$ cat src/rtl/clock_set_controller_if.sv
// Button/tick inputs and counter/display controls of the time-setting sequencer.
// The controller takes the slave view; the producer of ticks and buttons takes the master view.
interface clock_set_controller_if;
  logic       i_Tick;
  logic       i_Button_Set_Pulse;
  logic       i_Button_Up_Level;
  logic       o_Counters_Reset;
  logic       o_Enable_Increment;
  logic [2:0] o_Counters_Enable_Count;
  logic [1:0] o_Display_Enable_Digits;
  logic       o_Display_Enable_Dot;
  logic [1:0] o_Mode;

  modport master (
    output i_Tick,
    output i_Button_Set_Pulse,
    output i_Button_Up_Level,
    input  o_Counters_Reset,
    input  o_Enable_Increment,
    input  o_Counters_Enable_Count,
    input  o_Display_Enable_Digits,
    input  o_Display_Enable_Dot,
    input  o_Mode
  );

  modport slave (
    input  i_Tick,
    input  i_Button_Set_Pulse,
    input  i_Button_Up_Level,
    output o_Counters_Reset,
    output o_Enable_Increment,
    output o_Counters_Enable_Count,
    output o_Display_Enable_Digits,
    output o_Display_Enable_Dot,
    output o_Mode
  );
endinterface

$ cat src/rtl/clock_set_controller.sv
// Time-setting sequencer: mode select, Up single-step plus hold-to-repeat, blink masks, inactivity timeout.
// Latency: all outputs registered, one cycle after the sampled event; no backpressure, inputs are strobes/levels.
module clock_set_controller #(
  parameter int unsigned REPEAT_DELAY  = 512,
  parameter int unsigned REPEAT_RATE   = 128,
  parameter int unsigned TIMEOUT_TICKS = 10240
) (
  input  logic                  i_Clock,
  input  logic                  i_Reset,
  clock_set_controller_if.slave bus
);

  localparam int unsigned RPT_MAX = (REPEAT_DELAY > REPEAT_RATE) ? REPEAT_DELAY : REPEAT_RATE;
  localparam int          RPT_W   = $clog2(RPT_MAX + 1);
  localparam int          TO_W    = $clog2(TIMEOUT_TICKS + 1);

  localparam logic [RPT_W-1:0] DELAY_CMP = RPT_W'(REPEAT_DELAY);
  localparam logic [RPT_W-1:0] RATE_CMP  = RPT_W'(REPEAT_RATE);
  localparam logic [TO_W-1:0]  TO_LAST   = TO_W'(TIMEOUT_TICKS - 1);

  typedef enum logic [1:0] {
    RUN      = 2'b00,
    SET_HOUR = 2'b01,
    SET_MIN  = 2'b10
  } mode_e;

  mode_e            state;
  mode_e            state_next;
  logic             up_prev;
  logic             arm;
  logic [RPT_W-1:0] rpt_cnt;
  logic             rpt_phase;
  logic [TO_W-1:0]  to_cnt;

  logic             counters_reset_q;
  logic             enable_increment_q;
  logic [2:0]       count_en_q;
  logic [1:0]       digits_q;
  logic             dot_q;

  logic             tick;
  logic             set_pulse;
  logic             up;
  logic             in_set;
  logic             up_rise;
  logic             hold_ok;
  logic             timeout_hit;
  logic             state_change;
  logic [RPT_W-1:0] rpt_inc;
  logic [RPT_W-1:0] rpt_thr;
  logic             rpt_hit;
  logic             inc_next;
  logic             counters_reset_next;
  logic [2:0]       count_en_next;
  logic [1:0]       digits_next;
  logic             dot_next;

  assign tick      = bus.i_Tick;
  assign set_pulse = bus.i_Button_Set_Pulse;
  assign up        = bus.i_Button_Up_Level;

  always_comb begin
    in_set      = (state == SET_HOUR) || (state == SET_MIN);
    up_rise     = up & ~up_prev;
    // A hold only counts when Up was seen released in this mode (arm), so a
    // press carried across a mode change never increments the new counter.
    hold_ok     = in_set & ~set_pulse & up & arm;
    timeout_hit = in_set & ~set_pulse & ~up & tick & (to_cnt == TO_LAST);
    rpt_inc     = rpt_cnt + RPT_W'(1);
    rpt_thr     = rpt_phase ? RATE_CMP : DELAY_CMP;
    rpt_hit     = hold_ok & ~up_rise & tick & (rpt_inc == rpt_thr);
    inc_next    = ((hold_ok & up_rise) | rpt_hit) & ~enable_increment_q;
    counters_reset_next = (state == SET_MIN) & set_pulse;
  end

  always_comb begin
    state_next = RUN;
    case (state)
      RUN:      state_next = set_pulse ? SET_HOUR : RUN;
      SET_HOUR: state_next = set_pulse ? SET_MIN  : SET_HOUR;
      SET_MIN:  state_next = set_pulse ? RUN      : SET_MIN;
      default:  state_next = RUN;
    endcase
    if (timeout_hit) begin
      state_next = RUN;
    end
    state_change = (state_next != state);
  end

  always_comb begin
    count_en_next = 3'b001;
    digits_next   = 2'b00;
    dot_next      = 1'b1;
    case (state_next)
      SET_HOUR: begin
        count_en_next = 3'b100;
        digits_next   = 2'b10;
        dot_next      = 1'b0;
      end
      SET_MIN: begin
        count_en_next = 3'b010;
        digits_next   = 2'b01;
        dot_next      = 1'b0;
      end
      default: begin
        count_en_next = 3'b001;
        digits_next   = 2'b00;
        dot_next      = 1'b1;
      end
    endcase
  end

  always_ff @(posedge i_Clock or posedge i_Reset) begin
    if (i_Reset) begin
      state              <= RUN;
      counters_reset_q   <= 1'b0;
      enable_increment_q <= 1'b0;
      count_en_q         <= 3'b001;
      digits_q           <= 2'b00;
      dot_q              <= 1'b1;
    end else begin
      state              <= state_next;
      counters_reset_q   <= counters_reset_next;
      enable_increment_q <= inc_next;
      count_en_q         <= count_en_next;
      digits_q           <= digits_next;
      dot_q              <= dot_next;
    end
  end

  always_ff @(posedge i_Clock or posedge i_Reset) begin
    if (i_Reset) begin
      up_prev <= 1'b0;
      arm     <= 1'b0;
    end else begin
      up_prev <= up;
      if (state_change) begin
        arm <= 1'b0;
      end else if (!up) begin
        arm <= 1'b1;
      end
    end
  end

  // Repeat counter measures ticks toward the first pulse (REPEAT_DELAY), then
  // restarts and measures the gap between later pulses (REPEAT_RATE).
  always_ff @(posedge i_Clock or posedge i_Reset) begin
    if (i_Reset) begin
      rpt_cnt   <= '0;
      rpt_phase <= 1'b0;
    end else if (!hold_ok || up_rise || state_change) begin
      rpt_cnt   <= '0;
      rpt_phase <= 1'b0;
    end else if (tick) begin
      if (rpt_inc == rpt_thr) begin
        rpt_cnt   <= '0;
        rpt_phase <= 1'b1;
      end else begin
        rpt_cnt   <= rpt_inc;
      end
    end
  end

  always_ff @(posedge i_Clock or posedge i_Reset) begin
    if (i_Reset) begin
      to_cnt <= '0;
    end else if (!in_set || set_pulse || up || state_change) begin
      to_cnt <= '0;
    end else if (tick) begin
      to_cnt <= to_cnt + TO_W'(1);
    end
  end

  assign bus.o_Mode                  = state;
  assign bus.o_Counters_Reset        = counters_reset_q;
  assign bus.o_Enable_Increment      = enable_increment_q;
  assign bus.o_Counters_Enable_Count = count_en_q;
  assign bus.o_Display_Enable_Digits = digits_q;
  assign bus.o_Display_Enable_Dot    = dot_q;

endmodule
$ cat src/flat_wrapper.sv
// flat-port wrapper written by rule: the top's interface ports become plain ports
module clock_set_controller_flat 
#(
  parameter int unsigned REPEAT_DELAY  = 512,
  parameter int unsigned REPEAT_RATE   = 128,
  parameter int unsigned TIMEOUT_TICKS = 10240
)
  (i_Clock, i_Reset, bus_i_Tick, bus_i_Button_Set_Pulse, bus_i_Button_Up_Level, bus_o_Counters_Reset, bus_o_Enable_Increment, bus_o_Counters_Enable_Count, bus_o_Display_Enable_Digits, bus_o_Display_Enable_Dot, bus_o_Mode);
  clock_set_controller_if bus_i ();
  input  logic i_Clock;
  input  logic i_Reset;
  input wire logic [$bits(bus_i.i_Tick)-1:0] bus_i_Tick;
  input wire logic [$bits(bus_i.i_Button_Set_Pulse)-1:0] bus_i_Button_Set_Pulse;
  input wire logic [$bits(bus_i.i_Button_Up_Level)-1:0] bus_i_Button_Up_Level;
  output wire logic [$bits(bus_i.o_Counters_Reset)-1:0] bus_o_Counters_Reset;
  output wire logic [$bits(bus_i.o_Enable_Increment)-1:0] bus_o_Enable_Increment;
  output wire logic [$bits(bus_i.o_Counters_Enable_Count)-1:0] bus_o_Counters_Enable_Count;
  output wire logic [$bits(bus_i.o_Display_Enable_Digits)-1:0] bus_o_Display_Enable_Digits;
  output wire logic [$bits(bus_i.o_Display_Enable_Dot)-1:0] bus_o_Display_Enable_Dot;
  output wire logic [$bits(bus_i.o_Mode)-1:0] bus_o_Mode;
  assign bus_i.i_Tick = bus_i_Tick;
  assign bus_i.i_Button_Set_Pulse = bus_i_Button_Set_Pulse;
  assign bus_i.i_Button_Up_Level = bus_i_Button_Up_Level;
  assign bus_o_Counters_Reset = bus_i.o_Counters_Reset;
  assign bus_o_Enable_Increment = bus_i.o_Enable_Increment;
  assign bus_o_Counters_Enable_Count = bus_i.o_Counters_Enable_Count;
  assign bus_o_Display_Enable_Digits = bus_i.o_Display_Enable_Digits;
  assign bus_o_Display_Enable_Dot = bus_i.o_Display_Enable_Dot;
  assign bus_o_Mode = bus_i.o_Mode;
  clock_set_controller #(.REPEAT_DELAY(REPEAT_DELAY), .REPEAT_RATE(REPEAT_RATE), .TIMEOUT_TICKS(TIMEOUT_TICKS)) u_core (.i_Clock(i_Clock), .i_Reset(i_Reset), .bus(bus_i));
endmodule
$ cat config.mk
export PLATFORM = sky130hd
export DESIGN_NAME = clock_set_controller_flat
export DESIGN_NICKNAME = d
export VERILOG_FILES = /design/src/rtl/clock_set_controller_if.sv /design/src/rtl/clock_set_controller.sv /design/src/flat_wrapper.sv
export SDC_FILE = /design/constraint.sdc
export NUM_CORES = 1
export LEC_CHECK = 0
export BUFFER_PORTS_ARGS = -buffer_cell sky130_fd_sc_hd__buf_4
export CAP_MARGIN = 15
export CELL_PAD_IN_SITES_DETAIL_PLACEMENT = 1
export CELL_PAD_IN_SITES_GLOBAL_PLACEMENT = 2
export CORE_AREA = 2 2 73 75
export DETAILED_ROUTE_END_ITERATION = 16
export DIE_AREA = 0 0 75 77
export GPL_TIMING_DRIVEN = 0
export PLACE_DENSITY = 0.89
export SYNTH_ARGS = -nofsm -noshare
export SYNTH_HDL_FRONTEND = slang
export SYNTH_SLANG_ARGS = --single-unit
$ cat constraint.sdc
create_clock -name i_Clock -period 3.05 [get_ports i_Clock]
set_input_delay 0.4575 -clock i_Clock [delete_from_list [all_inputs] [get_ports i_Clock]]
set_output_delay 0.4575 -clock i_Clock [all_outputs]
set_load 0.02 [all_outputs]
==> flow_summary.toml <==
[status]
status = "finished clean"

[timing]
rsz0062_at_grt = "no"
finalSetupViolCount = 0
timing.final.crit_share_pct = 78.0
slew_headroom_pct = 41.7
setup_tns_ns = 0
fmax_ghz = 0.421
finalHoldViolations = 0
fin_crit_ns = 2.38
maxSlewViolCount = 0
worst_pin_slew_ns = 0.874
fin_skew_ns = 0.00851

[floorplanning]
die-area_um2 = 5780
start_util_pct = 38.1
die_x_um = 75
ios = 15
num_rows = 26
die_h_um = 77
core_um2 = 4980

[placement]
gp_congestion = 0.769
port_buffers = 14
dp.final_hpwl_mm = 2.77

[logic_synthesis]
synthCells = 183
yosysSeqAreaShare_pct = 44.9
synthesis.area_um2 = 1900
async_reset_ff_share_pct = 100
syn_nets = 196
netlist-cell-type-count = 38
synth_warnings = 0
ys_ff_latch = 34
synth_edf_count = 0
avgSynthCellArea_um2 = 10.4
ys.flop_type = "dfrtp_1"

[clocking]
clk_latency_ns = 0.28
htreeDepth = 2
cts_root_buf = "clkbuf_8"
cts_hold_buf = 0
clkTransAtPathRegs_ns = 0.07
cts_buffer_depth = 2
postCtsResizedCells = 0
cts_tree = "done"
clock-sinks = 34
cts_buffers = 5
postCtsSetupRepairBufs = 0

[layout]
syn_to_final_growth_pct = 15.7
finish.utilization_pct = 44.1
fin_nets = 218
diodes = 0
drive_above_1_share_pct = 24.3

[global_routing]
antenna_found_initial = 0
grt_util_all_layers_pct = 14.7
grt-ovfl-total = 0
grt_pass1_wl_mm = 6.51
grt_max_degree = 23
grt_pass1_vias = 1418

[routing]
via_per_inst = 4.79
drc_errors = 0
first_pass_iters = 4
drt_iter0_markers = 25
wl_mm = 3.66
vias = 1323
wire_per_inst_um = 13.3
antenna_left = 0

[job]
drv_cap = 0

[worst_setup_path]
crit_required_ns = 3.26
worstPathArrival_ns = 2.58
end_kind = "flop"
crit_path_start_kind = "flop"
worstPathMaxFanout = 10
criticalPathCategory = "flop to flop"

[power_and_ir_drop]
cellLeakagePower_nw = 0.963
p_seq_share_pct = 40.4
comb_power_share_pct = 34.3
vdd_ir_drop_max_mv = 0.494
netSwitchingFraction_pct = 33.3
clock_power_share_pct = 25.3
powerDensity_nw_per_um2 = 613
intPower_mw = 0.897
p_switching_mw = 0.448

[worst_hold_path]
hp-class = "input port to flop"
==> layout by cell type, fill, tap and decap left out, types with 2 or more instances in the layout <==
cell	instances
dfrtp_1	33
nor2_1	29
buf_4	18
nand2_1	14
xor2_1	13
xnor2_1	11
inv_1	10
nand3_1	9
ha_1	8
clkbuf_8	6
nand4_1	5
nor3_1	5
mux2i_1	4
buf_6	3
clkbuf_1	3
nand4_2	3
nor3b_2	3
nor2b_1	2
nor4_1	2
and3_2	2
o31a_2	2
xnor2_2	2
a21oi_1	2
==> metrics by stage <==
stage / setup slack, ns / power [mW] / hold WS (ns) / cell area [um^2] / instances
floorplan: 0.763 / 0.868 / 0.454 / 1900 / 183
global placement: 0.689 / 1.00 / 0.435 / 2090 / 267
detailed placement: 0.649 / 1.02 / 0.433 / 2100 / 268
CTS: 0.642 / 1.37 / 0.304 / 2190 / 276
global route: 0.448 / 1.43 / 0.311 / 2190 / 276
finish: 0.672 / 1.34 / 0.315 / 2190 / 276
==> critical path, cell delays in order, from the launching register on <==
cell and delay, ns:
dfrtp_1 0.45, inv_1 0.09, ha_1 0.29, nor2b_1 0.29
nand2b_4 0.09, o31a_2 0.38, xnor2_2 0.24, nand3b_2 0.19
buf_6 0.19, nor2_1 0.11
==> power by group through the flow <==
stage | Combinational (mW) | Sequential [mW] | Clock (mW)
2_1_floorplan | 0.278 | 0.590 | 0
3_3_place_gp | 0.454 | 0.550 | 0
3_5_place_dp | 0.473 | 0.551 | 0
4_1_cts | 0.473 | 0.544 | 0.356
5_1_grt | 0.511 | 0.550 | 0.373
6_report | 0.461 | 0.543 | 0.340
==> final timing paths <==
check                                         startpoint                            end  slack, ns  cells past startpoint
min in group asynchronous                        i_Reset              u_core.rpt_cnt[8]       0.36                      2
hold reg to reg            u_core.bus.o_Enable_Increment  u_core.bus.o_Enable_Increment       0.44                      1
max in group asynchronous                        i_Reset               u_core.to_cnt[3]       2.10                      3
setup reg to reg                    u_core.bus.o_Mode[0]               u_core.to_cnt[3]       0.67                      9
hold / removal                     bus_i_Button_Up_Level                 u_core.up_prev       0.31                      1
setup / recovery                    u_core.bus.o_Mode[0]               u_core.to_cnt[3]       0.67                      9
==> cells in the mapped netlist, types with 2 or more instances <==
| cell | count | area (um^2) |
|---|---|---|
| nor2_1 | 29 | 109 |
| nor3_1 | 5 | 25.0 |
| xnor2_2 | 2 | 32.5 |
| o31a_2 | 2 | 20.0 |
| ha_1 | 8 | 100 |
| mux2i_1 | 4 | 40.0 |
| buf_4 | 4 | 30.0 |
| xnor2_1 | 11 | 96.3 |
| inv_1 | 10 | 37.5 |
| nand4_1 | 5 | 31.3 |
| nand4_2 | 3 | 37.5 |
| a21oi_1 | 2 | 10.0 |
| xor2_1 | 13 | 114 |
| dfrtp_1 | 33 | 826 |
| buf_6 | 3 | 33.8 |
| and3_2 | 2 | 15.0 |
| nand3_1 | 9 | 45.0 |
| nor2b_1 | 2 | 12.5 |
| nor3b_2 | 3 | 37.5 |
| nor4_1 | 2 | 12.5 |
| nand2_1 | 14 | 52.6 |
==> metal layers <==
| layer | track usage (%) | part of all wire (%) | vias up |
|---|---|---|---|
| li1 | - | - | 655 |
| met1 | 18.5 | 45 | 653 |
| met2 | 24.1 | 51 | 10 |
| met3 | 4.34 | 2.5 | 5 |
| met4 | 4.29 | 1.4 | 0 |
| met5 | 0 | 0 | - |
==> logic make-up (layout without fill, tap and decap cells) <==
logic type / after synthesis / after routing / share of synthesized area (%)
buffers and inverters: 18 / 41 / 5.54
AOI/OAI and AO/OA: 9 / 9 / 3.96
xor gates and xnor gates: 26 / 26 / 12.8
muxes: 5 / 5 / 2.70
and+or+nand+nor: 83 / 83 / 24.8
adders and majority gates: 8 / 8 / 5.28
DFF: 34 / 34 / 44.9
==> area by class of cell <==
type / count / area, um^2
Fill cell: 583 / 2780
Multi-Input combinational cell: 131 / 940
Sequential cell: 34 / 852
Timing Repair Buffer: 15 / 120
Clock buffer: 8 / 90.1
Tap cell: 70 / 87.6
Buffer: 8 / 67.6
Inverter: 10 / 37.5
==> flip-flops by register name, summed over array words and instances (netlist names) <==
register and cells:
u_core.bus.o_Enable_Increment 1, u_core.rpt_phase 1, u_core.bus.o_Mode 2, u_core.to_cnt 14, u_core.bus.o_Counters_Reset 1, u_core.up_prev 1
u_core.rpt_cnt 10, u_core.arm 1, u_core.bus.o_Counters_Enable_Count 3
Power figures use the tool's default switching activity.
